**src/rtl/mc_req_arbiter_pkg.sv**
```systemverilog
// -----------------------------------------------------------------------------
// mc_req_arbiter_pkg
// Shared definitions for the two-requester MC request arbiter:
//   - arb_state_e : channel FSM state encoding (IDLE / BUSY / RELEASE)
//   - REQ_M0/M1   : requester index constants used for grants and pointers
//   - arb_pick    : grant selection helper (preferred requester on contention)
// -----------------------------------------------------------------------------
package mc_req_arbiter_pkg;

    typedef enum logic [1:0] {
        ARB_IDLE    = 2'd0,
        ARB_BUSY    = 2'd1,
        ARB_RELEASE = 2'd2
    } arb_state_e;

    localparam logic REQ_M0 = 1'b0;
    localparam logic REQ_M1 = 1'b1;

    // Picks the requester to grant. When both request, 'pref' decides;
    // a lone requester always wins.
    function automatic logic arb_pick(input logic req0, input logic req1, input logic pref);
        logic pick;
        if (req0 && req1) begin
            pick = pref;
        end else if (req1) begin
            pick = REQ_M1;
        end else begin
            pick = REQ_M0;
        end
        return pick;
    endfunction

endpackage

```
**src/rtl/mc_arb_channel.sv**
```systemverilog
// -----------------------------------------------------------------------------
// mc_arb_channel
// One arbitration channel (used once for writes, once for reads).
// FSM IDLE -> BUSY -> RELEASE with a round-robin pointer. The grant is
// registered; the MC-side request and payload are decoded from it.
//
// Configuration macro: MC_ARB_FIXED_PRIO_EN
//   undefined (default) : round-robin, pointer flips to the other requester
//                         after every completion
//   defined             : no pointer, M0 always wins on contention
//
// Ports:
//   clk, rst_n     clock, asynchronous active-low reset
//   req0, req1     requests from M0 / M1
//   pay0, pay1     request payloads from M0 / M1 (PAY_WIDTH bits)
//   done           completion pulse from the MC side (BACK or RACK)
//   mc_req         request toward the master IF (high in BUSY only)
//   mc_pay         payload of the granted requester (zero when not BUSY)
//   grant          registered grant index (REQ_M0 / REQ_M1)
//   busy           channel is in BUSY; qualifies return routing
// -----------------------------------------------------------------------------
module mc_arb_channel
    import mc_req_arbiter_pkg::*;
#(
    parameter int PAY_WIDTH = 64
) (
    input  logic                 clk,
    input  logic                 rst_n,
    input  logic                 req0,
    input  logic                 req1,
    input  logic [PAY_WIDTH-1:0] pay0,
    input  logic [PAY_WIDTH-1:0] pay1,
    input  logic                 done,
    output logic                 mc_req,
    output logic [PAY_WIDTH-1:0] mc_pay,
    output logic                 grant,
    output logic                 busy
);

    arb_state_e state_r;
    arb_state_e state_nxt_s;
    logic       grant_r;
    logic       grant_nxt_s;
    logic       pick_s;

`ifdef MC_ARB_FIXED_PRIO_EN
    // Fixed priority: M0 is always preferred on contention.
    assign pick_s = arb_pick(req0, req1, REQ_M0);

    // State and grant registers.
    always_ff @(posedge clk or negedge rst_n) begin
        if (!rst_n) begin
            state_r <= ARB_IDLE;
            grant_r <= REQ_M0;
        end else begin
            state_r <= state_nxt_s;
            grant_r <= grant_nxt_s;
        end
    end
`else
    logic ptr_r;
    logic ptr_nxt_s;

    // Round-robin: the pointer names the requester preferred next time.
    assign pick_s = arb_pick(req0, req1, ptr_r);

    // State, grant and round-robin pointer registers.
    always_ff @(posedge clk or negedge rst_n) begin
        if (!rst_n) begin
            state_r <= ARB_IDLE;
            grant_r <= REQ_M0;
            ptr_r   <= REQ_M0;
        end else begin
            state_r <= state_nxt_s;
            grant_r <= grant_nxt_s;
            ptr_r   <= ptr_nxt_s;
        end
    end

    // Pointer update: after a completion, prefer the requester not just served.
    always_comb begin
        ptr_nxt_s = ptr_r;
        if ((state_r == ARB_BUSY) && done) begin
            ptr_nxt_s = ~grant_r;
        end else begin
            ptr_nxt_s = ptr_r;
        end
    end
`endif

    // Next-state and next-grant logic. RELEASE arbitrates exactly like IDLE,
    // so back-to-back grants leave a single-cycle gap on mc_req.
    always_comb begin
        state_nxt_s = state_r;
        grant_nxt_s = grant_r;
        case (state_r)
            ARB_IDLE, ARB_RELEASE: begin
                if (req0 || req1) begin
                    state_nxt_s = ARB_BUSY;
                    grant_nxt_s = pick_s;
                end else begin
                    state_nxt_s = ARB_IDLE;
                    grant_nxt_s = REQ_M0;
                end
            end
            ARB_BUSY: begin
                // A dropped request does not release the grant; only done does.
                if (done) begin
                    state_nxt_s = ARB_RELEASE;
                    grant_nxt_s = REQ_M0;
                end else begin
                    state_nxt_s = ARB_BUSY;
                    grant_nxt_s = grant_r;
                end
            end
            default: begin
                state_nxt_s = ARB_IDLE;
                grant_nxt_s = REQ_M0;
            end
        endcase
    end

    assign busy   = (state_r == ARB_BUSY);
    assign mc_req = busy;
    assign grant  = grant_r;
    // Payload is forced to zero outside BUSY so reset leaves the MC side quiet.
    assign mc_pay = busy ? ((grant_r == REQ_M1) ? pay1 : pay0) : {PAY_WIDTH{1'b0}};

endmodule

```
**src/rtl/mc_req_arbiter.sv**
```systemverilog
// -----------------------------------------------------------------------------
// mc_req_arbiter
// Shares the single MC-side request interface of the AXI-Lite master IF
// between two masters (M0, M1). Write and read channels are arbitrated by two
// independent mc_arb_channel instances, so one write and one read can be in
// flight together. Return handshakes and error flags are routed only to the
// requester currently granted on that channel; read data is broadcast while
// a read completion is being delivered.
//
// Configuration macro: MC_ARB_FIXED_PRIO_EN (fixed M0 priority when defined,
// round-robin otherwise).
//
// Ports:
//   clk, rst_n                         clock, asynchronous active-low reset
//   Mx_WREQ/WADDR/WDATA   (in)         write request + payload from master x
//   Mx_WACK/BACK/WERROR   (out)        write handshakes to master x
//   Mx_RREQ/RADDR         (in)         read request + address from master x
//   Mx_RACK/RDATA/RERROR  (out)        read completion to master x
//   MC_WREQ/WADDR/WDATA   (out)        write request toward master IF
//   MC_WACK/BACK/WERROR   (in)         write handshakes from master IF
//   MC_RREQ/RADDR         (out)        read request toward master IF
//   MC_RACK/RDATA/RERROR  (in)         read completion from master IF
// -----------------------------------------------------------------------------
module mc_req_arbiter
    import mc_req_arbiter_pkg::*;
#(
    parameter int ADDR_WIDTH = 32,
    parameter int DATA_WIDTH = 32
) (
    input  logic                  clk,
    input  logic                  rst_n,
    input  logic                  M0_WREQ,
    input  logic [ADDR_WIDTH-1:0] M0_WADDR,
    input  logic [DATA_WIDTH-1:0] M0_WDATA,
    output logic                  M0_WACK,
    output logic                  M0_BACK,
    output logic                  M0_WERROR,
    input  logic                  M1_WREQ,
    input  logic [ADDR_WIDTH-1:0] M1_WADDR,
    input  logic [DATA_WIDTH-1:0] M1_WDATA,
    output logic                  M1_WACK,
    output logic                  M1_BACK,
    output logic                  M1_WERROR,
    input  logic                  M0_RREQ,
    input  logic [ADDR_WIDTH-1:0] M0_RADDR,
    output logic                  M0_RACK,
    output logic [DATA_WIDTH-1:0] M0_RDATA,
    output logic                  M0_RERROR,
    input  logic                  M1_RREQ,
    input  logic [ADDR_WIDTH-1:0] M1_RADDR,
    output logic                  M1_RACK,
    output logic [DATA_WIDTH-1:0] M1_RDATA,
    output logic                  M1_RERROR,
    output logic                  MC_WREQ,
    output logic [ADDR_WIDTH-1:0] MC_WADDR,
    output logic [DATA_WIDTH-1:0] MC_WDATA,
    input  logic                  MC_WACK,
    input  logic                  MC_BACK,
    input  logic                  MC_WERROR,
    output logic                  MC_RREQ,
    output logic [ADDR_WIDTH-1:0] MC_RADDR,
    input  logic                  MC_RACK,
    input  logic [DATA_WIDTH-1:0] MC_RDATA,
    input  logic                  MC_RERROR
);

    localparam int WPAY_WIDTH = ADDR_WIDTH + DATA_WIDTH;

    logic                  w_grant_s;
    logic                  w_busy_s;
    logic [WPAY_WIDTH-1:0] w_pay_s;
    logic                  r_grant_s;
    logic                  r_busy_s;
    logic                  w_sel0_s;
    logic                  w_sel1_s;
    logic                  r_sel0_s;
    logic                  r_sel1_s;

    mc_arb_channel #(
        .PAY_WIDTH (WPAY_WIDTH)
    ) u_wr_chan (
        .clk    (clk),
        .rst_n  (rst_n),
        .req0   (M0_WREQ),
        .req1   (M1_WREQ),
        .pay0   ({M0_WADDR, M0_WDATA}),
        .pay1   ({M1_WADDR, M1_WDATA}),
        .done   (MC_BACK),
        .mc_req (MC_WREQ),
        .mc_pay (w_pay_s),
        .grant  (w_grant_s),
        .busy   (w_busy_s)
    );

    mc_arb_channel #(
        .PAY_WIDTH (ADDR_WIDTH)
    ) u_rd_chan (
        .clk    (clk),
        .rst_n  (rst_n),
        .req0   (M0_RREQ),
        .req1   (M1_RREQ),
        .pay0   (M0_RADDR),
        .pay1   (M1_RADDR),
        .done   (MC_RACK),
        .mc_req (MC_RREQ),
        .mc_pay (MC_RADDR),
        .grant  (r_grant_s),
        .busy   (r_busy_s)
    );

    assign {MC_WADDR, MC_WDATA} = w_pay_s;

    // Return routing is qualified by BUSY, so pulses arriving in IDLE or
    // RELEASE are dropped without reaching either requester.
    assign w_sel0_s = w_busy_s && (w_grant_s == REQ_M0);
    assign w_sel1_s = w_busy_s && (w_grant_s == REQ_M1);
    assign r_sel0_s = r_busy_s && (r_grant_s == REQ_M0);
    assign r_sel1_s = r_busy_s && (r_grant_s == REQ_M1);

    assign M0_WACK   = w_sel0_s && MC_WACK;
    assign M1_WACK   = w_sel1_s && MC_WACK;
    assign M0_BACK   = w_sel0_s && MC_BACK;
    assign M1_BACK   = w_sel1_s && MC_BACK;
    assign M0_WERROR = w_sel0_s && MC_BACK && MC_WERROR;
    assign M1_WERROR = w_sel1_s && MC_BACK && MC_WERROR;

    assign M0_RACK   = r_sel0_s && MC_RACK;
    assign M1_RACK   = r_sel1_s && MC_RACK;
    assign M0_RERROR = r_sel0_s && MC_RACK && MC_RERROR;
    assign M1_RERROR = r_sel1_s && MC_RACK && MC_RERROR;

    // Read data is shared by both requesters but only driven during a
    // delivered completion; each requester qualifies it with its own RACK.
    assign M0_RDATA = (r_busy_s && MC_RACK) ? MC_RDATA : {DATA_WIDTH{1'b0}};
    assign M1_RDATA = (r_busy_s && MC_RACK) ? MC_RDATA : {DATA_WIDTH{1'b0}};

endmodule

```
**config.mk**
```make
export PLATFORM = sky130hd
export DESIGN_NAME = mc_req_arbiter
export DESIGN_NICKNAME = d
export VERILOG_FILES = /design/src/rtl/mc_req_arbiter_pkg.sv /design/src/rtl/mc_arb_channel.sv /design/src/rtl/mc_req_arbiter.sv
export SDC_FILE = /design/constraint.sdc
export NUM_CORES = 1
export LEC_CHECK = 0
export BUFFER_PORTS_ARGS = -buffer_cell sky130_fd_sc_hd__buf_2
export CORE_AREA = 2 2 159 161
export DETAILED_ROUTE_END_ITERATION = 7
export DIE_AREA = 0 0 161 163
export PLACE_DENSITY = 0.33
export SLEW_MARGIN = 15
export SYNTH_ARGS = -nofsm -noshare
export SYNTH_HDL_FRONTEND = slang
export SYNTH_SLANG_ARGS = --single-unit
```
**constraint.sdc**
```tcl
create_clock -name clk -period 1.5 [get_ports clk]
set_input_delay 0.3 -clock clk [delete_from_list [all_inputs] [get_ports clk]]
set_output_delay 0.3 -clock clk [all_outputs]
set_load 0.02 [all_outputs]
```
==> results of run 1 <==
worst max-delay path: stages (launching register included):
cell and delay [ns]:
dfrtp_4 0.48, buf_8 0.24, mux2i_1 0.23, nor2_1 0.08, buf_4 0.16
sequential cells by signal, summed over array words and instances (netlist names):
register and cells:
u_rd_chan.ptr_r 1, u_wr_chan.grant 1, u_wr_chan.state_r 2, u_rd_chan.grant 1, u_wr_chan.ptr_r 1, u_rd_chan.state_r 2
area by class of cell:
type,instances,area share
timing repair buffer,468,0.5437
timing repair inverter,5,0.01181
clock buffer,3,0.01090
inverter,6,0.005086
tap,330,0.05995
multi-input combinational,252,0.3388
sequential,8,0.02979
synthesized netlist by cell type (4+ instances only):
library cell   n  area, um^2
nor2_1        96       360.4
mux2i_1       96       960.9
buf_2          7       35.03
and3_1        35       219.0
inv_1          5       18.77
dfrtp_1        8       200.2
buf_4         39       292.8
clkbuf_1       4       15.01
buf_6         10       112.6
power by group:
group	leakage (nW)	internal [mW]	switching [mW]	total [mW]
Combinational	3.21	3.56	3.33	6.89
Clock	0.0370	0.344	0.108	0.452
Sequential	0.0951	0.287	0.0765	0.363
Total	3.34	4.19	3.52	7.70
timing repair:
item | CTS | global route
gates resized for setup | 355 | 81
cloned | 13 | 2
hold buffers | 1 | 0
hold endpoints to repair | 8 | 0
buffers inserted | 18 | 9
pin swaps | 41 | 19
endpoints found under the setup margin | 172 | 171
cells by family (layout without fill, tap and decap cells):
kind of cell	count (synthesis)	after routing	share of synthesized area
buf+inv	68	482	0.2080
compound gates	6	6	0.01759
simple gates	150	150	0.2944
mux	96	96	0.3973
flops	8	8	0.08277
cell usage in the layout (no fill, tap or decap):
cell type        n
buf_2          246
buf_6          123
mux2i_1         72
buf_4           70
nor2_1          60
and3_4          34
nor2_2          19
mux2i_4         18
buf_12          18
nor2_4          17
mux2i_2          6
clkinv_8         6
dfrtp_1          6
clkbuf_16        5
buf_16           5
inv_1            4
buf_8            3
nand2b_4         2
nand3b_1         2
or2_2            2
nor3_1           2
a21oi_1          2
and4bb_2         2
and2_4           2
and4_1           2
a21o_1           2
nor2b_1          2
nand2_1          2
o32ai_1          2
inv_2            1
nor3b_2          1
and3_1           1
dlygate4sd3_1    1
dfrtp_2          1
dfrtp_4          1
layer usage:
layer	wire [um]	share of wire	up-vias
met5	0	0	-
met4	23	0.0014	0
met3	660	0.041	4
met2	8643	0.54	132
met1	6783	0.42	1767
li1	-	-	1925
metrics by stage:
stage / cells / setup TNS (ns) / util
after floorplan: 328 / -0.4008 / -
after global placement: 1030 / -0.1900 / 0.1959
after detailed placement: 1030 / -0.3500 / 0.1959
after CTS: 1064 / -33.20 / 0.2645
after global routing: 1072 / -41.09 / 0.2792
final: 1072 / -31.82 / 0.2792
how the worst min path moves through the flow:
stage / startpoint / end / slack, ns
3_3_place_gp: rst_n / u_wr_chan.ptr_r$_DFFE_PN0P_ / 0.18
2_1_floorplan: rst_n / u_rd_chan.grant$_DFFE_PN0P_ / 0.004
3_5_place_dp: rst_n / u_wr_chan.ptr_r$_DFFE_PN0P_ / 0.19
5_1_grt: M1_RREQ / u_rd_chan.grant$_DFFE_PN0P_ / 0.37
6_report: M1_WREQ / u_wr_chan.grant$_DFFE_PN0P_ / 0.35
4_1_cts: M1_WREQ / u_wr_chan.grant$_DFFE_PN0P_ / 0.35
==> results.json, run 1 <==
{
  "insertion_delay_ns": 0.23,
  "r2r-start": "u_rd_chan.state_r[0]$_DFF_PN0_",
  "cts_buffers": 3,
  "synth.ff_latch_count": 8,
  "maxCapViolations": 0,
  "hold_violations": 0,
  "multiInputGateArea_mm2": 0.002333,
  "cts_tree": "done",
  "yosys_warnings": 0,
  "worst_slack_ns": -0.2304,
  "clock.fmax_mhz": 577.9,
  "worst_pin_slew_ns": 0.2341,
  "final_cell_area_mm2": 0.006888,
  "synth_cell_types": 25,
  "synth_nets": 563,
  "core_mm2": 0.02467,
  "crit_end": "MC_WDATA[7]",
  "hpwl_um": 12050,
  "pre_cts_ws_ns": -0.03113,
  "numPortBuffers": 406,
  "criticalPathCategory": "register to output pin",
  "reg2regPathDepth": 4,
  "finalPower_mw": 7.705,
  "status": "complete, but fails checks",
  "antenna_found_initial": 0,
  "worstHoldPathCells": 3,
  "reg2reg_slack_ns": 0.33,
  "wl_um": 16110,
  "io_pins": 407,
  "cts-root-buf": "clkbuf_16",
  "die_h_um": 163,
  "start_util": 0.09802,
  "syn_area_mm2": 0.002419,
  "layout.nets": 979,
  "cts_max_path_buffers": 2,
  "first_global_vias": 3757,
  "arrival_ns": 1.43,
  "synth-main-ff-cell": "dfrtp_1",
  "place_area_mm2": 0.004835,
  "fin_crit_ns": 1.730,
  "fillCellCount": 2670,
  "relSlewSlack": 0.8434,
  "start_kind": "register",
  "avgSynthCellArea_um2": 7.374,
  "leakagePower_nw": 3.339,
  "synth_edf_count": 0,
  "drc": 0,
  "via_per_inst": 3.571,
  "grtUsageMet2": 0.1996,
  "regArea_um2": 205.2,
  "synth_cells": 328,
  "drive_above_1_share": 0.7844,
  "worstHoldPathType": "input port to register",
  "std_cell_rows": 58,
  "grt.busiest_layer": "met2",
  "grtUsageMet1": 0.1419,
  "p_per_area_mw_per_mm2": 1119,
  "use_met3": 0.01324,
  "path_clk_slew_ns": 0.04,
  "rsz0062_at_grt": "true",
  "critPathMaxFanout": 22,
  "vdd_drop_max_uv": 346.1,
  "drv_slew": 0,
  "vias": 3828,
  "grt_overflow_total": 0,
  "setup-violations-final": 171,
  "grtUsageTotal": 0.1083,
  "r2r_end": "u_rd_chan.ptr_r$_DFFE_PN0P_",
  "ant_nets": 0,
  "grt_max_degree": 33,
  "finalClockSkew_ns": 0.0003906,
  "violations": "negative setup slack",
  "clock_sinks": 8,
  "antenna_cells": 0,
  "die_x_um": 161,
  "routabilityCongestion": 0.7477,
  "critPathCaptureType": "output pin",
  "routedWlPerCell_um": 15.03,
  "die_area_mm2": 0.02624,
  "cp.required_ns": 1.20,
  "dr.pass1.iters": 4,
  "whs_ns": 0.3472,
  "timing.critical_path.from": "u_wr_chan.grant$_DFFE_PN0P_",
  "ys_seq_area_frac": 0.08277,
  "drt_iter0_drc": 124,
  "async_flop_share": 1.000,
  "grt_pass1_wl_um": 22360,
  "synthToLayoutAreaGrowth_pct": 184.8,
  "h-tree-depth": 1,
  "post-route-period-util": 1.154
}
No activity file was read; power rests on OpenSTA's default activity.
==> inputs of run 2 (changes only) <==
REMOVE_ABC_BUFFERS = 1   (was default)
==> results.json, run 2 (synthesis gave the netlist of run 1 again) <==
{
  "status": "complete, but fails checks",
  "violations": "negative setup slack",
  "std_cell_rows": 58,
  "drc": 0,
  "arrival_ns": 1.44,
  "worst_pin_slew_ns": 0.3158,
  "p_int_mw": 3.807,
  "dr.pass1.iters": 4,
  "seq_power_share": 0.050,
  "post-route-period-util": 1.163,
  "critPathCaptureType": "output pin",
  "final_common_cell": "buf_2",
  "start_kind": "register",
  "die_h_um": 163,
  "cts-root-buf": "clkbuf_16",
  "clock_sinks": 8,
  "routabilityCongestion": 0.7760,
  "wl_um": 15660,
  "via_per_inst": 3.492,
  "maxCapViolations": 0,
  "place_area_mm2": 0.004616,
  "layout_common_cells": "265 x buf_2, 102 x buf_6, 77 x mux2i_1, 73 x nor2_1, 57 x buf_4",
  "antenna_found_initial": 1,
  "cts_max_path_buffers": 2,
  "power_frac_clock": 0.063,
  "numPortBuffers": 406,
  "final_cell_area_mm2": 0.006459,
  "worst_slack_ns": -0.2448,
  "grt_pass1_wl_um": 21810,
  "drv_slew": 0,
  "start_util": 0.09802,
  "insertion_delay_ns": 0.23,
  "fin_crit_ns": 1.745,
  "criticalPathCategory": "register to output pin",
  "largest_registers": "u_rd_chan.state_r (2), u_wr_chan.state_r (2)",
  "worstHoldPathType": "input port to register",
  "p_per_area_mw_per_mm2": 1100,
  "h-tree-depth": 1,
  "critPathMaxFanout": 15,
  "finalClockSkew_ns": 0.0002899,
  "die_x_um": 161,
  "share_comb_of_total_power": 0.887,
  "layout.nets": 963,
  "die_area_mm2": 0.02624,
  "pre_cts_ws_ns": -0.09540,
  "routedWlPerCell_um": 14.81,
  "core_mm2": 0.02467,
  "hold_violations": 0,
  "rsz0062_at_grt": "true",
  "leakagePower_nw": 3.219,
  "setup-violations-final": 171,
  "finalPower_mw": 7.106,
  "hpwl_um": 12070,
  "multiInputGateArea_mm2": 0.002157,
  "switching_power_mw": 3.299,
  "vdd_drop_max_uv": 339.9,
  "relSlewSlack": 0.7888,
  "cts_buffers": 3,
  "grt_overflow_total": 0,
  "grt_max_degree": 32,
  "synthToLayoutAreaGrowth_pct": 167.0,
  "p_sw_frac": 0.4642,
  "cp.required_ns": 1.20,
  "drt_iter0_drc": 93,
  "fillCellCount": 2722,
  "grtUsageTotal": 0.1077,
  "clock.fmax_mhz": 573.1,
  "path_clk_slew_ns": 0.04,
  "ant_nets": 0,
  "regArea_um2": 205.2,
  "drive_above_1_share": 0.7507,
  "finish.utilization": 0.2618,
  "cts_tree": "done",
  "io_pins": 407,
  "first_global_vias": 3592,
  "vias": 3691
}
[run 2: cell types whose count changed in the layout (fill, tap and decap cells not counted), sizes merged]
cell and change:
clkinv +1, buf -16, clkbuf -2, bufbuf +1, diode +1
[run 2: power groups by stage]
stage | clock network, mW | registers, mW | logic, mW
finish | 0.447 | 0.353 | 6.31
global route | 0.467 | 0.365 | 6.66
detailed placement | 0 | 0.368 | 4.17
floorplan | 0 | 0.552 | 2.32
CTS | 0.458 | 0.352 | 5.91
global placement | 0 | 0.370 | 4.19
[run 2: final timing paths]
| path | start | endpoint | slack [ns] | cells past startpoint |
|---|---|---|---|---|
| max | u_wr_chan.grant$_DFFE_PN0P_ | MC_WADDR[5] | -0.24 | 4 |
| min | M1_WREQ | u_wr_chan.grant$_DFFE_PN0P_ | 0.33 | 3 |
| max reg2reg | u_rd_chan.state_r[0]$_DFF_PN0_ | u_rd_chan.ptr_r$_DFFE_PN0P_ | 0.43 | 3 |
| min reg2reg | u_rd_chan.ptr_r$_DFFE_PN0P_ | u_rd_chan.ptr_r$_DFFE_PN0P_ | 0.47 | 1 |
| max in group asynchronous | rst_n | u_wr_chan.grant$_DFFE_PN0P_ | 0.78 | 2 |
| min in group asynchronous | rst_n | u_wr_chan.state_r[1]$_DFF_PN0_ | 0.52 | 2 |
[run 2: what timing repair did]
item / 4_1_cts / 5_1_grt
hold buffers: 1 / 0
gates resized for setup: 269 / 106
buffers inserted: 11 / 6
hold endpoints to repair: 8 / 0
setup endpoints to repair: 171 / 171
pin swaps: 35 / 28
cloned: 13 / 0
[run 2: per-layer routing]
metal	GRT usage	part of all wire	vias to the layer above
li1	-	-	1893
met1	0.1384	0.41	1709
met2	0.1972	0.55	87
met3	0.01120	0.031	2
met4	0.01705	0.0048	0
met5	0	0	-
[run 2: metrics by stage]
stage / std cells / hold WS (ns) / setup TNS [ns]
floorplan: 266 / 0.004409 / -175.27
global placement: 1023 / 0.1728 / -0.2472
detailed placement: 1023 / 0.1706 / -0.2128
CTS: 1050 / 0.3356 / -29.46
global route: 1056 / 0.3661 / -39.02
finish: 1057 / 0.3329 / -29.31
[run 2: critical path, stage by stage, from the launching register on]
cell and delay, ns:
dfrtp_4 0.53, buf_16 0.19, mux2i_4 0.20, nor2_1 0.13, buf_4 0.16
[run 2: cell type report]
| type | instances | area share |
|---|---|---|
| antenna | 1 | 0.0003874 |
| clock buffer | 3 | 0.01162 |
| inverter | 6 | 0.005424 |
| multi-input combinational | 252 | 0.3340 |
| sequential | 8 | 0.03177 |
| tap | 330 | 0.06393 |
| timing repair buffer | 451 | 0.5378 |
| timing repair inverter | 6 | 0.01511 |
==> inputs of run 3 (changes only) <==
CORE_AREA = 2 2 158 160   (was 2 2 159 161)
DIE_AREA = 0 0 160 162   (was 0 0 161 163)
PLACE_DENSITY = 0.34   (was 0.33)
SYNTH_HIERARCHICAL = 1   (was default)
TNS_END_PERCENT = 30   (was default)
==> results.json, run 3 <==
{
  "status": "complete, but fails checks",
  "violations": "negative setup slack",
  "yosys_warnings": 6,
  "layout.nets": 958,
  "cts-root-buf": "clkbuf_16",
  "finalPower_mw": 6.624,
  "wl_um": 15460,
  "fin_setup_tns_ns": -29.22,
  "grt_overflow_total": 0,
  "synth-main-ff-cell": "dfrtp_1",
  "yosys.area.top_type": "mux2i_1",
  "synthToLayoutAreaGrowth_pct": 134.3,
  "largest_registers": "u_rd_chan/state_r (2), u_wr_chan/state_r (2)",
  "synth_top_cells_by_area": "mux2i_1 39%, nor2_1 14%, buf_4 12%",
  "layout_common_cells": "283 x buf_2, 95 x mux2i_1, 92 x nor2_1, 82 x buf_6, 65 x buf_4",
  "synth_top_area_frac": 0.3872,
  "insertion_delay_ns": 0.23,
  "dp.cells": 1019,
  "final_cells": 1045,
  "p_sw_frac": 0.4763,
  "cts_buffers": 3,
  "rsz0062_at_grt": "true",
  "clock_sinks": 8,
  "relSlewSlack": 0.5744,
  "final_common_cell": "buf_2",
  "core_mm2": 0.02411,
  "avgSynthCellArea_um2": 7.655,
  "seq_power_share": 0.057,
  "first_global_vias": 3934,
  "antenna_cells": 0,
  "io_pins": 407,
  "vdd_drop_max_uv": 494.9,
  "start_util": 0.1051,
  "grtUsageTotal": 0.1034,
  "numPortBuffers": 406,
  "hpwl_um": 11660,
  "switching_power_mw": 3.155,
  "die_h_um": 162,
  "grt_pass1_wl_um": 21370,
  "power_frac_clock": 0.068,
  "share_comb_of_total_power": 0.875,
  "criticalPathCategory": "register to output pin",
  "routedWlPerCell_um": 14.79,
  "pre_cts_ws_ns": -0.03957,
  "finalClockSkew_ns": 0.0002065,
  "leakagePower_nw": 3.153,
  "cp.required_ns": 1.20,
  "drt_iter0_drc": 107,
  "vias": 3826,
  "p_int_mw": 3.469,
  "post-route-period-util": 1.181,
  "setup-violations-final": 171,
  "std_cell_rows": 57,
  "hold_violations": 0,
  "routabilityCongestion": 0.7196,
  "arrival_ns": 1.47,
  "grt_max_degree": 38,
  "synth_cells": 331,
  "die_x_um": 160,
  "critPathMaxFanout": 19,
  "p_per_area_mw_per_mm2": 1116,
  "reg2regPathDepth": 4,
  "h-tree-depth": 1,
  "synth.ff_latch_count": 8,
  "synth_edf_count": 0,
  "netlist_top_cells_count": "98 x mux2i_1, 95 x nor2_1, 40 x buf_4",
  "async_flop_share": 1.000,
  "path_clk_slew_ns": 0.04,
  "synth_cell_types": 27,
  "dr.pass1.iters": 4,
  "worst_slack_ns": -0.2717,
  "ant_nets": 0,
  "yosysMostFrequentCell": "mux2i_1",
  "antenna_found_initial": 0,
  "cts_max_path_buffers": 2,
  "reg2reg_slack_ns": 0.35,
  "maxCapViolations": 0,
  "fin_crit_ns": 1.772,
  "ys_seq_area_frac": 0.07901,
  "die_area_mm2": 0.02592,
  "worstHoldPathType": "input port to register",
  "cts_tree": "done",
  "start_kind": "register",
  "critPathCaptureType": "output pin",
  "via_per_inst": 3.661,
  "drv_slew": 0,
  "syn_area_mm2": 0.002534,
  "worstHoldPathCells": 3,
  "drive_above_1_share": 0.7004,
  "drc": 0,
  "clock.fmax_mhz": 564.4,
  "worst_pin_slew_ns": 0.6384
}
[run 3: cell count changes in the layout (fill, tap and decap cells not counted), moves of 8 or more]
cell / delta
buf_6: -20
nor2_1: +19
buf_2: +18
mux2i_1: +18
nor2_2: -12
mux2i_4: -10
buf_4: +8
[run 3: power groups by stage]
| stage | logic [mW] | registers (mW) | clock network [mW] |
|---|---|---|---|
| CTS | 5.37 | 0.385 | 0.467 |
| detailed placement | 4.30 | 0.368 | 0 |
| global route | 6.13 | 0.395 | 0.483 |
| floorplan | 2.39 | 0.572 | 0 |
| finish | 5.79 | 0.380 | 0.450 |
| global placement | 4.35 | 0.367 | 0 |
[run 3: kinds of logic (layout without fill, tap and decap cells)]
| kind of cell | after synthesis | count (layout) | share of synthesized area |
|---|---|---|---|
| flip-flops | 8 | 8 | 0.07901 |
| multiplexers | 98 | 98 | 0.3872 |
| AO/OA/AOI/OAI | 4 | 4 | 0.01087 |
| AND/OR/NAND/NOR | 150 | 151 | 0.2854 |
| buffers and inverters | 71 | 460 | 0.2375 |
[run 3: path summary, 6_finish.rpt]
kind | from | end
setup / recovery | u_wr_chan/grant$_DFFE_PN0P_ | MC_WADDR[24]
hold / removal | M0_WREQ | u_wr_chan/state_r[0]$_DFF_PN0_
setup reg to reg | u_rd_chan/state_r[1]$_DFF_PN0_ | u_rd_chan/state_r[0]$_DFF_PN0_
hold reg to reg | u_wr_chan/ptr_r$_DFFE_PN0P_ | u_wr_chan/ptr_r$_DFFE_PN0P_
max in group asynchronous | rst_n | u_wr_chan/grant$_DFFE_PN0P_
min in group asynchronous | rst_n | u_wr_chan/ptr_r$_DFFE_PN0P_
[run 3: layer usage]
layer | track usage | wire (um) | vias to the layer above
met4 | 0.01638 | 352 | 0
met2 | 0.2251 | 8721 | 258
li1 | - | - | 1871
met1 | 0.1017 | 5241 | 1678
met3 | 0.01660 | 1144 | 19
met5 | 0 | 0 | -
[run 3: what timing repair did]
action	4_1_cts	5_1_grt
endpoints found under the hold margin	8	0
hold buffers	1	0
setup buffers	6	5
pin swaps	3	3
setup endpoints to repair	172	172
resized for setup	185	76
cloned	7	4
[run 3: critical path, cell delays in order, from the launching register on]
cell,delay (ns)
dfrtp_4,0.52
buf_12,0.21
mux2i_2,0.27
nor2_1,0.06
buf_2,0.16
[run 3: area by class of cell]
cell class              instances  area, um^2
fillers                      2657       18170
clock buffers                   3       75.07
well taps                     324       405.4
flip-flops and latches          8       206.4
inverters                       8       42.54
repair buffers                449        3263
multi-input cells             253        1943
[run 3: through the flow]
stage	hold slack, ns	cell area (um^2)	utilization
after CTS	0.3522	5530	0.2294
after floorplan	0.004409	1962	-
after global placement	0.1845	4639	0.1925
after global routing	0.3583	5936	0.2462
final	0.3471	5936	0.2462
after detailed placement	0.1820	4639	0.1925
